[src/rtl/cipher_serializer_pkg.sv]
// Shared definitions for the cipher word serializer: FSM encoding, frame geometry
// and byte-index width.
package cipher_serializer_pkg;

  localparam int BYTES_PER_FRAME = 16;
  localparam int CIPHER_W        = 128;
  localparam int IDX_W           = $clog2(BYTES_PER_FRAME);

  typedef enum logic [1:0] {
    ST_IDLE = 2'd0,
    ST_SEND = 2'd1,
    ST_GAP  = 2'd2
  } state_t;

endpackage

[src/rtl/cipher_byte_mux.sv]
// Combinational byte selector: returns byte k of the held cipher word, where
// bit 0 of the word (its first bit) lands on o_byte[7].
module cipher_byte_mux
  import cipher_serializer_pkg::*;
(
  input  logic [0:CIPHER_W-1] i_word,
  input  logic [IDX_W-1:0]    i_idx,
  output logic [7:0]          o_byte
);

  assign o_byte = i_word[{i_idx, 3'b000} +: 8];

endmodule

[src/rtl/cipher_serializer.sv]
// Splits a 128-bit cipher word into 16 bytes, first cipher bit first, with an
// optional idle gap between bytes. Define CIPHER_SER_KAT_EN for the known-answer check.
module cipher_serializer
  import cipher_serializer_pkg::*;
#(
  parameter int           GAP_CYCLES = 0,
  parameter logic [127:0] KAT_VALUE  = 128'h0
) (
  input  logic          sys_clk,
  input  logic          sys_rst,
  input  logic          in_valid,
  output logic          in_ready,
  input  logic [0:127]  in_data,
  output logic          out_valid,
  input  logic          out_ready,
  output logic [7:0]    out_data,
  output logic          out_last,
`ifdef CIPHER_SER_KAT_EN
  output logic          kat_done,
  output logic          kat_match,
`endif
  output logic          busy
);

  localparam bit                NO_GAP   = (GAP_CYCLES == 0);
  localparam logic [7:0]        GAP_INIT = (GAP_CYCLES > 0) ? 8'(GAP_CYCLES - 1) : 8'd0;
  localparam logic [IDX_W-1:0]  LAST_IDX = IDX_W'(BYTES_PER_FRAME - 1);

  state_t                r_state;
  state_t                w_state_nxt;
  logic [IDX_W-1:0]      r_idx;
  logic [7:0]            r_gap;
  logic [0:CIPHER_W-1]   r_hold;
  logic [7:0]            w_byte;
  logic                  w_capture;
  logic                  w_accept;

  assign w_capture = in_valid && (r_state == ST_IDLE);
  assign w_accept  = out_ready && (r_state == ST_SEND);

  always_ff @(posedge sys_clk) begin
    if (sys_rst) r_state <= ST_IDLE;
    else         r_state <= w_state_nxt;
  end

  always_comb begin
    w_state_nxt = r_state;
    case (r_state)
      ST_IDLE: if (in_valid) w_state_nxt = ST_SEND;
      ST_SEND: begin
        if (out_ready) begin
          if (r_idx == LAST_IDX) w_state_nxt = ST_IDLE;
          else if (!NO_GAP)      w_state_nxt = ST_GAP;
        end
      end
      ST_GAP:  if (r_gap == 8'd0) w_state_nxt = ST_SEND;
      default: w_state_nxt = ST_IDLE;
    endcase
  end

  always_comb begin
    in_ready  = 1'b0;
    out_valid = 1'b0;
    out_last  = 1'b0;
    out_data  = 8'h00;
    busy      = 1'b1;
    case (r_state)
      ST_IDLE: begin
        in_ready = 1'b1;
        busy     = 1'b0;
      end
      ST_SEND: begin
        out_valid = 1'b1;
        out_data  = w_byte;
        out_last  = (r_idx == LAST_IDX);
      end
      default: ;
    endcase
  end

  // Index advances on acceptance (no gap) or when the gap expires; both saturate.
  always_ff @(posedge sys_clk) begin
    if (sys_rst) begin
      r_idx <= '0;
      r_gap <= 8'd0;
    end else begin
      case (r_state)
        ST_IDLE: if (in_valid) r_idx <= '0;
        ST_SEND: begin
          if (w_accept && (r_idx != LAST_IDX)) begin
            if (NO_GAP) r_idx <= r_idx + 1'b1;
            else        r_gap <= GAP_INIT;
          end
        end
        ST_GAP: begin
          if (r_gap == 8'd0) begin
            if (r_idx != LAST_IDX) r_idx <= r_idx + 1'b1;
          end else begin
            r_gap <= r_gap - 1'b1;
          end
        end
        default: ;
      endcase
    end
  end

  // Holding register is pure data: it only changes on capture and needs no reset.
  always_ff @(posedge sys_clk) begin
    if (w_capture) r_hold <= in_data;
  end

  cipher_byte_mux u_byte_mux (
    .i_word (r_hold),
    .i_idx  (r_idx),
    .o_byte (w_byte)
  );

`ifdef CIPHER_SER_KAT_EN
  logic r_kat_done;
  logic r_kat_match;

  always_ff @(posedge sys_clk) begin
    if (sys_rst) begin
      r_kat_done  <= 1'b0;
      r_kat_match <= 1'b0;
    end else begin
      r_kat_done <= w_capture;
      if (w_capture) r_kat_match <= (in_data == KAT_VALUE);
    end
  end

  assign kat_done  = r_kat_done;
  assign kat_match = r_kat_match;
`endif

endmodule

[config.mk]
export PLATFORM = sky130hd
export DESIGN_NAME = cipher_serializer
export DESIGN_NICKNAME = d
export VERILOG_FILES = /design/src/rtl/cipher_serializer_pkg.sv /design/src/rtl/cipher_byte_mux.sv /design/src/rtl/cipher_serializer.sv
export SDC_FILE = /design/constraint.sdc
export NUM_CORES = 1
export LEC_CHECK = 0
export BUFFER_PORTS_ARGS = -buffer_cell sky130_fd_sc_hd__buf_2
export CAP_MARGIN = 40
export CORE_MARGIN = 1
export CORE_UTILIZATION = 46
export DETAILED_ROUTE_END_ITERATION = 10
export GPL_ROUTABILITY_DRIVEN = 0
export GPL_TIMING_DRIVEN = 0
export PLACE_DENSITY_LB_ADDON = 0.3
export SYNTH_ARGS = -nofsm -noshare
export SYNTH_HDL_FRONTEND = slang
export SYNTH_SLANG_ARGS = --single-unit
[constraint.sdc]
create_clock -name sys_clk -period 22.6 [get_ports sys_clk]
set_input_delay 4.52 -clock sys_clk [delete_from_list [all_inputs] [get_ports sys_clk]]
set_output_delay 4.52 -clock sys_clk [all_outputs]
set_load 0.005 [all_outputs]
[Yosys cells after proc, flatten, opt, wreduce, memory -nomap -nowiden]
Index checks and enable logic that the tools add are counted.
Word-level totals
  word-level logic and storage cells: 43
  output and inout bits: 12
  register bits after elaboration: 142
  input port bits: 132
Cells by class
  bitwise logic cells: 2
  eq/ne operators: 10
  add/sub/neg operators: 2
  shifts and indexed selects: 1
  reductions and logical operators: 9
  multiplexer cells: 15
Operators by type and width (count)
  variable part select 128 x 8 -> 129 bit: 1
  2-to-1 mux 4 bit: 4
  one-hot mux 4 bit (3 select lines): 1
  logical NOT 8 bit: 1
  2-to-1 mux 2 bit: 4
  2-to-1 mux 8 bit: 1
  != test 2 bit (second input constant): 4
  NOT 7 -> 8 bit: 1
  subtractor 8 x 1 -> 8 bit (second input constant): 1
  one-hot mux 2 bit (3 select lines): 1
  AND reduction 5 bit: 1
  adder 4 x 1 -> 4 bit (second input constant): 1
  equality test 4 bit (second input constant): 1
  2-to-1 mux 1 bit: 4
  != test 2 x 1 -> 1 bit (second input constant): 2
  != test 4 bit (second input constant): 1
  AND reduction 4 bit: 1
  logical AND 1 bit: 3
  nonzero test 3 bit: 1
  equality test 2 x 1 -> 1 bit (second input constant): 1
  equality test 2 bit (second input constant): 1
  logical NOT 2 bit: 1
  AND reduction 2 bit: 1
  NOT 1 bit: 1

[Logic depth before layout (Yosys ltp)]
Gate-level depths: netlist of run 1.
  word-level depth: 5
  mapped depth: 6
  mapped depth without buffers: 5

[Modules after synthesis]
From an unflattened synthesis of run 1, not the netlist that was laid out.
Second synthesis, totals
  cells, all modules: 243
  area total of the unflattened synthesis: 5232.5 sq um
Modules (own cells, without submodules)
  cipher_serializer: area each 4199.0 sq um, sequential area each 3943.8 sq um, cells an instance 173, times used 1
  cipher_byte_mux: area each 1033.5 sq um, sequential area each 0.0 sq um, cells an instance 70, times used 1

[Worst setup path before layout of run 1]
OpenSTA, ideal clock, no wires.
  path type: input to register
  from: input port in_valid
  to: register r_hold[0] (netlist bit) (enable)
  slack: 12.033 ns
  data arrival time: 9.948 ns
  stages on the path: 2
  buffers on the path: 0
  library setup time: 0.619 ns
  required time: 21.981 ns
  cell sequence: inv_1 -> nor2_1
On the way
  cells in the longest elaborated chain, start to end: 1
Ends and longest elaborated chain
  start: declaration: line cipher_serializer.sv:11  | input logic in_valid,
  logical AND 1 bit: line cipher_serializer.sv:38  | assign w_capture = in_valid && (r_state == ST_IDLE);
  net w_capture: line cipher_serializer.sv:35  | logic w_capture;
  end signal: assignment: line cipher_serializer.sv:109  | if (w_capture) r_hold <= in_data;
  end: declaration: line cipher_serializer.sv:33  | logic [0:CIPHER_W-1] r_hold;
The timed path passes the listed nets, and every way through them passes these cells.
A chain may end at the register's enable or synchronous reset.

[Worst setup path after layout of run 1]
  from: register r_idx[0]
  to: output port out_data[3]
On the way
  cells in the longest elaborated chain, start to end: 3
Ends and longest elaborated chain
  start: declaration: line cipher_serializer.sv:31  | logic [IDX_W-1:0] r_idx;
  start signal: assignment: line cipher_serializer.sv:91  | if (NO_GAP) r_idx <= r_idx + 1'b1;
  start signal: assignment: line cipher_serializer.sv:97  | if (r_idx != LAST_IDX) r_idx <= r_idx + 1'b1;
  NOT 7 -> 8 bit (implied by the code): line cipher_byte_mux.sv:11  | assign o_byte = i_word[{i_idx, 3'b000} +: 8];
  variable part select 128 x 8 -> 129 bit: line cipher_byte_mux.sv:11
  2-to-1 mux 8 bit: line cipher_serializer.sv:67  | case (r_state)
  end: declaration: line cipher_serializer.sv:16  | output logic [7:0] out_data,
Every way passes these cells.

==> impl_metrics.json, run 1 <==
{
  "outcome": "completed",
  "finClkSkew_ps": 4.15,
  "period_minus_slack_ps": 6760,
  "grt_pass1_wl_um": 15500,
  "combPwrFrac_pct": 6.3,
  "fin_nets": 547,
  "ctsHoldBuffers": 0,
  "grt_max_degree": 35,
  "ios": 144,
  "antenna_found_initial": 0,
  "slew_viol_final": 0,
  "cts.sinks": 133,
  "p_sw_share_pct": 19.1,
  "post-route-drc-count": 0,
  "p_int_w": 0.000489,
  "synth_edf_count": 128,
  "tightest_slew_ps": 486,
  "syn_area_per_cell_um2": 20.9,
  "core_um2": 10900,
  "grt_pass1_vias": 3015,
  "power.net_switching_w": 0.000115,
  "drt_pass1_iterations": 4,
  "syn_inst": 248,
  "clkSlewWorstSetupHoldPaths_ps": 60,
  "ys_ff_latch": 133,
  "synth_area_um2": 5190,
  "ctsResizeCount": 0,
  "rsz0062_at_grt": "no",
  "syn_to_final_growth_pct": 30.5,
  "fp.dieW_um": 108,
  "vias": 2908,
  "max_cap_viol_count": 0,
  "die_h_um": 108,
  "min_period_over_period_pct": 29.9,
  "critPathCaptureType": "output port",
  "numCtsBuffers": 17,
  "start_util_pct": 47.4,
  "grt_overflow": 0,
  "synth_cell_types": 33,
  "ys_seq_area_share_pct": 76.0,
  "regArea_um2": 3940,
  "antenna_left": 0,
  "num_rows": 38,
  "grt_util_all_layers_pct": 18.9,
  "p_clk_share_pct": 45.9,
  "cts_root_buffer": "clkbuf_16",
  "p_per_area_nw_per_um2": 89.3,
  "vdd_ir_drop_max_v": 0.0000562,
  "cts_max_level": 4,
  "hold_class": "register to register",
  "async_reset_ff_share_pct": 0,
  "finalSetupTns_ps": 0,
  "stdcell_count": 566,
  "cp.arrival_ps": 2240,
  "portBuffers": 143,
  "seqPwrFrac_pct": 47.9,
  "die_area_um2": 11700,
  "cts_setup_buffers": 0,
  "cts_tree": "done",
  "initialDrtViolationCount": 139,
  "yosys_most_used_dff": "edfxtp_1",
  "start_kind": "register",
  "ys_warn_count": 0,
  "final_hold_viol_count": 0,
  "cellLeakagePower_nw": 2.52,
  "multi_input_area_um2": 1140,
  "antenna_cells": 0,
  "max_freq_mhz": 148,
  "cts_buffer_depth": 2,
  "layout-drive-gt1-share_pct": 51.2,
  "dpl.cell_count": 535,
  "drt-wirelength-per-cell_um": 18.0,
  "insertion_delay_ps": 400,
  "viasPerCell": 5.14,
  "crit_required_ps": 18080,
  "crit_type": "register to output port",
  "syn-num-nets": 381,
  "place_hpwl_um": 7340,
  "slew-limit-headroom_pct": 67.5,
  "crit_fanout": 10,
  "setup_viol": 0,
  "totalWireLength_um": 10200,
  "nFillCells": 826
}
cells in the final DEF, fill, tap and decap left out, drive strengths merged:
master	instances
mux2i	16
mux4	29
nor3	3
nor4	1
a21o	1
bufinv	4
ha	1
clkinvlp	2
nand4	3
xnor2	1
a32oi	2
o22ai	5
a21boi	1
o21ai	2
buf	160
nor2	6
nor2b	1
clkbuf	20
inv	3
edfxtp	128
a21oi	4
o211ai	3
and2	1
a22oi	2
clkinv	5
nand2	5
and3	1
nand2b	1
dfxtp	5
a311oi	1
nand3	9
flip-flops by register name, summed over array words and instances (netlist names):
register / cells
r_hold: 128
r_idx: 4
r_state: 1
power by group through the flow:
stage               Combinational, W  Clock, W  Sequential [W]
finish                     0.0000378  0.000277        0.000289
global placement           0.0000345         0        0.000297
floorplan                  0.0000180         0        0.000296
global route               0.0000413  0.000292        0.000290
CTS                        0.0000385  0.000283        0.000289
detailed placement         0.0000382         0        0.000294
cells by family (layout without fill, tap and decap cells):
logic type	count (synthesis)	after routing	share of synthesized area (%)
multiplexers	45	45	15.7
AO/OA/AOI/OAI	21	21	2.80
AND/OR/NAND/NOR	31	31	3.02
buffers and inverters	16	194	2.05
XOR/XNOR	1	1	0.169
adder cells (fa/ha/maj)	1	1	0.241
flip-flops	133	133	76.0
worst paths after layout:
kind	startpoint	to	slack, ps	cells past startpoint
setup / recovery	r_idx[0]	out_data[3]	15840	5
hold / removal	r_idx[3]	r_idx[3]	630	2
setup reg to reg	r_state[0]	r_hold[68]	20830	4
hold reg to reg	r_idx[3]	r_idx[3]	630	2
metrics by stage:
step                hold slack (ps)  setup WS [ps]  util, %  power (W)  area, um2
floorplan                       566          12030        -   0.000314       5190
global placement                609          10260     55.6   0.000332       6080
detailed placement              618          16260     56.4   0.000333       6170
CTS                             627          15810     61.9   0.000611       6770
global route                    651          15740     61.9   0.000624       6770
finish                          628          15840     61.9   0.000604       6770
cell usage after synthesis, types with 4 or more instances:
library cell	number	area, um2
mux4_2	29	653
dfxtp_1	5	100
buf_2	6	30.0
o22ai_1	5	31.3
mux2i_1	16	160
nand3_1	9	45.0
buf_4	4	30.0
a21oi_1	4	20.0
nor2_1	6	22.5
edfxtp_1	128	3840
nand2_1	5	18.8
worst max-delay path: stages, from the launching register on:
cell and delay, ps:
dfxtp_1 420, buf_4 290, mux4_2 520, mux2i_1 310, o22ai_1 130, buf_2 150
layout make-up:
class | instances | area share [%]
Timing Repair Buffer | 147 | 11.9
Clock buffer | 20 | 6.45
Clock inverter | 11 | 2.35
Multi-Input combinational cell | 99 | 16.9
Sequential cell | 133 | 58.3
Inverter | 3 | 0.166
Buffer | 13 | 1.41
Tap cell | 140 | 2.59
metal layers:
| layer | routed length [um] | GRT usage (%) |
|---|---|---|
| met2 | 5170 | 30.6 |
| met5 | 0 | 0 |
| met4 | 265 | 10.2 |
| met1 | 4250 | 23.5 |
| met3 | 493 | 4.76 |
Note: power is estimated with default switching activity, not from simulation.
==> inputs of run 2 (changes only) <==
- ABC_AREA: unset -> 1
- clock period: 22.6 -> 6.9 ns (I/O delays scaled with it)
==> run 2 against run 1 <==
Compared with the run above: via count is 45% higher; clock-buffer cell count down 1; die area is 8.7% higher; area after synthesis up 8.9%; first-iteration DRC count grew to 3.0 times the previous value; critical path type unchanged.
==> impl_metrics.json, run 2 <==
{
  "outcome": "completed",
  "p_sw_share_pct": 21.8,
  "power.net_switching_w": 0.000439,
  "dpl.cell_count": 829,
  "crit_type": "register to output port",
  "fin_nets": 834,
  "ios": 144,
  "synthTopCellsByCount": "nand2_1, edfxtp_1, nand3_1",
  "insertion_delay_ps": 430,
  "crit_start": "r_idx[0]",
  "grt_overflow": 0,
  "ctsResizeCount": 0,
  "cts_max_level": 4,
  "grt_pass1_wl_um": 21000,
  "placed_cell_area_um2": 6580,
  "layout-drive-gt1-share_pct": 28.0,
  "p_per_area_nw_per_um2": 280,
  "cts_root_buffer": "clkbuf_16",
  "tightest_slew_ps": 520,
  "numCtsBuffers": 17,
  "die_h_um": 113,
  "portBuffers": 143,
  "cts_setup_buffers": 0,
  "grt_max_degree": 105,
  "largest-register": "r_hold",
  "setup_viol": 0,
  "combPwrFrac_pct": 7.5,
  "finalSetupTns_ps": 0,
  "slew_viol_final": 0,
  "antenna_cells": 0,
  "syn_to_final_growth_pct": 27.0,
  "p_clk_share_pct": 44.8,
  "antenna_left": 0,
  "final_common_cell": "nand2_1",
  "fp.dieW_um": 113,
  "start_util_pct": 47.0,
  "place_hpwl_um": 9520,
  "cts_tree": "done",
  "syn-num-nets": 671,
  "synth_cell_types": 17,
  "synth_area_um2": 5650,
  "seqPwrFrac_pct": 47.7,
  "max_cap_viol_count": 0,
  "synth_edf_count": 128,
  "num_rows": 40,
  "synthTopCellsByArea": "edfxtp_1, nand2_1, nand3_1",
  "post-route-drc-count": 0,
  "critPathCaptureType": "output port",
  "yosys_most_used_dff": "edfxtp_1",
  "largest_reg_flops": 128,
  "initialDrtViolationCount": 416,
  "rrSetupSlack_ps": 5120,
  "antenna_found_initial": 0,
  "syn_inst": 538,
  "cts.sinks": 133,
  "period_minus_slack_ps": 3560,
  "vdd_ir_drop_max_v": 0.000201,
  "reg.largest.list": "r_hold (128), r_idx (4), r_state (1)",
  "vias": 4230,
  "synth_top_area_share_pct": 68.1,
  "max_freq_mhz": 281,
  "stdcell_count": 861,
  "cp.arrival_ps": 2180,
  "drt-wirelength-per-cell_um": 15.7,
  "grt_pass1_vias": 4196,
  "min_period_over_period_pct": 51.7,
  "die_area_um2": 12700,
  "ys_seq_area_share_pct": 69.8,
  "fin_util_pct": 59.7,
  "async_reset_ff_share_pct": 0,
  "yosysMostFrequentCell": "nand2_1",
  "layout_common_cells": "nand2_1, buf_2, edfxtp_1, nand3_1, inv_1",
  "totalWireLength_um": 13500,
  "core_um2": 12000,
  "start_kind": "register",
  "grt_util_all_layers_pct": 22.7,
  "cellLeakagePower_nw": 3.31,
  "clkSlewWorstSetupHoldPaths_ps": 50,
  "p_int_w": 0.00157,
  "crit_fanout": 10,
  "drt_pass1_iterations": 5,
  "ys_ff_latch": 133,
  "ys_warn_count": 0,
  "viasPerCell": 4.91,
  "syn_area_per_cell_um2": 10.5,
  "hold_class": "register to register",
  "min-delay-start": "r_state[0]",
  "yosysTopAreaCell": "edfxtp_1",
  "slew-limit-headroom_pct": 65.3,
  "rr_startpoint": "r_state[0]",
  "cts_buffer_depth": 2,
  "final_hold_viol_count": 0,
  "crit_required_ps": 5520,
  "rsz0062_at_grt": "no",
  "fin_area_um2": 7170,
  "finClkSkew_ps": 13.1,
  "ctsHoldBuffers": 0
}
## run 2: critical path, cell delays in order (launching register included)
cell	delay (ps)
dfxtp_1	340
inv_2	80
clkbuf_1	410
nand2_1	110
nand2_1	110
nand2_1	60
nand3_1	130
nand3_1	90
a21oi_1	260
buf_2	170
## run 2: power by group through the flow
stage	clock, W	sequential, W	combinational [W]
4_1_cts	0.000912	0.000959	0.000153
2_1_floorplan	0	0.000976	0.0000767
3_3_place_gp	0	0.000981	0.000143
3_5_place_dp	0	0.000975	0.000151
5_1_grt	0.000943	0.000962	0.000169
6_report	0.000899	0.000958	0.000151
## run 2: cell type report
type / instances / area, um2
plain buffers: 27 / 149
clock buffers: 19 / 433
clock inverters: 13 / 159
fillers: 1019 / 4840
inverters: 73 / 279
multi-input cells: 305 / 1280
flip-flops and latches: 133 / 3940
well taps: 147 / 184
repair buffers: 144 / 743
## run 2: cell families after synthesis
group           synth area share (%)
compound gates                  1.42
simple gates                    21.0
flops                           69.8
buf+inv                         7.49
fa+ha+maj                      0.222
## run 2: worst paths after layout
| path | end | cells after the start |
|---|---|---|
| max | out_data[2] | 9 |
| min | r_idx[0] | 2 |
| max reg2reg | r_hold[116] | 4 |
| min reg2reg | r_idx[0] | 2 |
## run 2: through the flow
step                      setup WS, ps  total power, W  hold WS [ps]
after floorplan                   2420         0.00105           503
after global placement            1480         0.00112           537
after detailed placement          3780         0.00113           535
after CTS                         3320         0.00202           549
after global routing              3240         0.00208           607
final                             3340         0.00201           557
## run 2: layer usage
metal	vias to the layer above	GRT usage [%]	share of wire (%)
met5	-	0	0
met4	0	11.0	2.6
met3	22	6.48	7.3
met2	173	35.9	48
met1	1942	28.8	42
li1	2093	-	-
==> inputs of run 3 (changes only) <==
- clock period: 6.9 -> 3.5 ns (I/O delays scaled with it)
==> run 3 against run 2 <==
Compared with the run above: combinational power up 100%; sequential share of layout area down 0.19 points; routed wire length down 0.98%.
==> impl_metrics.json, run 3 (same netlist as run 2, synthesis figures left out) <==
{
  "cellLeakagePower_nw": 3.32,
  "cts_root_buffer": "clkbuf_16",
  "grt_pass1_wl_um": 20600,
  "worstRegToRegCells": 5,
  "insertion_delay_ps": 420,
  "cp_common_cell": "nand2_1",
  "grt_overflow": 0,
  "core_um2": 12000,
  "max_cap_viol_count": 0,
  "tightest_slew_ps": 588,
  "regArea_um2": 3940,
  "crit_start": "r_idx[0]",
  "die_area_um2": 12700,
  "crit_fanout": 10,
  "vdd_ir_drop_max_v": 0.000409,
  "grt_max_degree": 40,
  "cp-endpoint": "out_data[0]",
  "die_h_um": 113,
  "place_hpwl_um": 9550,
  "crit_path_cell_trace": "inv_2 > clkbuf_1 > nand2_1 > nand2_1 > nand2_1 > nand3_1 > nand3_1 > a21oi_1 > buf_2",
  "initialDrtViolationCount": 367,
  "fin_area_um2": 7200,
  "setup_viol": 0,
  "cts_tree": "done",
  "r2r_end": "r_hold[3]",
  "cts.sinks": 133,
  "hold_class": "input port to register",
  "totalWireLength_um": 13300,
  "finClkSkew_ps": 6.33,
  "drt_pass1_iterations": 5,
  "vias": 4283,
  "crit_cells": 9,
  "p_per_area_nw_per_um2": 549,
  "outcome": "completed",
  "layout-drive-gt1-share_pct": 28.4,
  "slew-limit-headroom_pct": 60.7,
  "post-place-ws_ps": 1050,
  "crit_type": "register to output port",
  "ctsHoldBuffers": 0,
  "reg.largest.list": "r_hold (128), r_idx (4), r_state (1)",
  "cts_setup_buffers": 0,
  "slew_viol_final": 0,
  "crit_slowest_cell": "clkbuf_1",
  "layout_common_cells": "nand2_1, buf_2, edfxtp_1, nand3_1, inv_1",
  "crit_required_ps": 2800,
  "cts_buffer_depth": 2,
  "numCtsBuffers": 17,
  "post-route-drc-count": 0,
  "antenna_left": 0,
  "placed_cell_area_um2": 6610,
  "cts_max_level": 4,
  "grt_pass1_vias": 4145,
  "ctsResizeCount": 0,
  "multi_input_area_um2": 1280,
  "drt-wirelength-per-cell_um": 15.5,
  "min_period_over_period_pct": 80.4,
  "final_common_cell": "nand2_1",
  "fin_util_pct": 59.9,
  "syn_to_final_growth_pct": 27.4,
  "ios": 144,
  "viasPerCell": 4.97,
  "portBuffers": 143,
  "period_minus_slack_ps": 2820,
  "antenna_found_initial": 0,
  "start_util_pct": 47.0,
  "clkSlewWorstSetupHoldPaths_ps": 60,
  "rsz0062_at_grt": "no",
  "critPathCaptureType": "output port",
  "setup_slack_ps": 685,
  "largest-register": "r_hold",
  "nFillCells": 974,
  "start_kind": "register",
  "critPathBufInv": 3,
  "cp.arrival_ps": 2120,
  "largest_reg_flops": 128,
  "max_freq_mhz": 355,
  "cpLargestDelayFamily": "buffers and inverters",
  "critPathMaxStageDelay_ps": 380,
  "antenna_cells": 0,
  "num_rows": 40,
  "finalSetupTns_ps": 0,
  "fp.dieW_um": 113,
  "grt_util_all_layers_pct": 22.4,
  "rr_startpoint": "r_state[0]",
  "final_hold_viol_count": 0,
  "rrSetupSlack_ps": 1320,
  "fin_nets": 836
}
run 3: cell types whose count changed in the layout (fill, tap and decap cells not counted), sizes merged:
| cell | previous run | this run |
|---|---|---|
| buf | 168 | 170 |
| clkbuf | 22 | 20 |
| clkinvlp | 1 | 2 |
run 3: stage by stage:
step / instances / hold WS, ps / total power [W]
2_1_floorplan: 538 / 503 / 0.00207
3_3_place_gp: 828 / 545 / 0.00221
3_5_place_dp: 831 / 551 / 0.00222
4_1_cts: 862 / 422 / 0.00399
5_1_grt: 862 / 423 / 0.00409
6_report: 862 / 448 / 0.00395
run 3: layout make-up:
type / count / share of cell area (%)
plain buffers: 27 / 2.07
clock buffers: 17 / 5.91
clock inverters: 14 / 2.23
inverters: 73 / 3.86
multi-input cells: 305 / 17.8
flip-flops and latches: 133 / 54.8
well taps: 147 / 2.56
repair buffers: 146 / 10.8
run 3: how the worst min path moves through the flow:
| stage | slack (ps) | from | cells past startpoint | endpoint |
|---|---|---|---|---|
| after detailed placement | 550 | r_state[0] | 2 | r_idx[0] |
| after global routing | 420 | in_data[62] | 1 | r_hold[62] |
| after floorplan | 500 | r_state[0] | 2 | r_idx[0] |
| after global placement | 540 | r_state[0] | 2 | r_idx[0] |
| final | 450 | in_data[62] | 1 | r_hold[62] |
| after CTS | 420 | in_data[53] | 1 | r_hold[53] |
run 3: where the power goes:
group          leakage [nW]  switching, W  internal, W  total [W]
logic                  1.76      0.000180     0.000122   0.000302
clock network         0.288      0.000653      0.00111    0.00176
registers              1.27     0.0000260      0.00186    0.00189
total                  3.32      0.000859      0.00309    0.00395
run 3: per-layer routing:
layer	share of wire (%)	routed length (um)	GRT usage, %
met5	0	0	0
met4	2.3	312	9.07
met3	8.6	1150	7.61
met2	47	6270	35.3
met1	42	5620	28.4
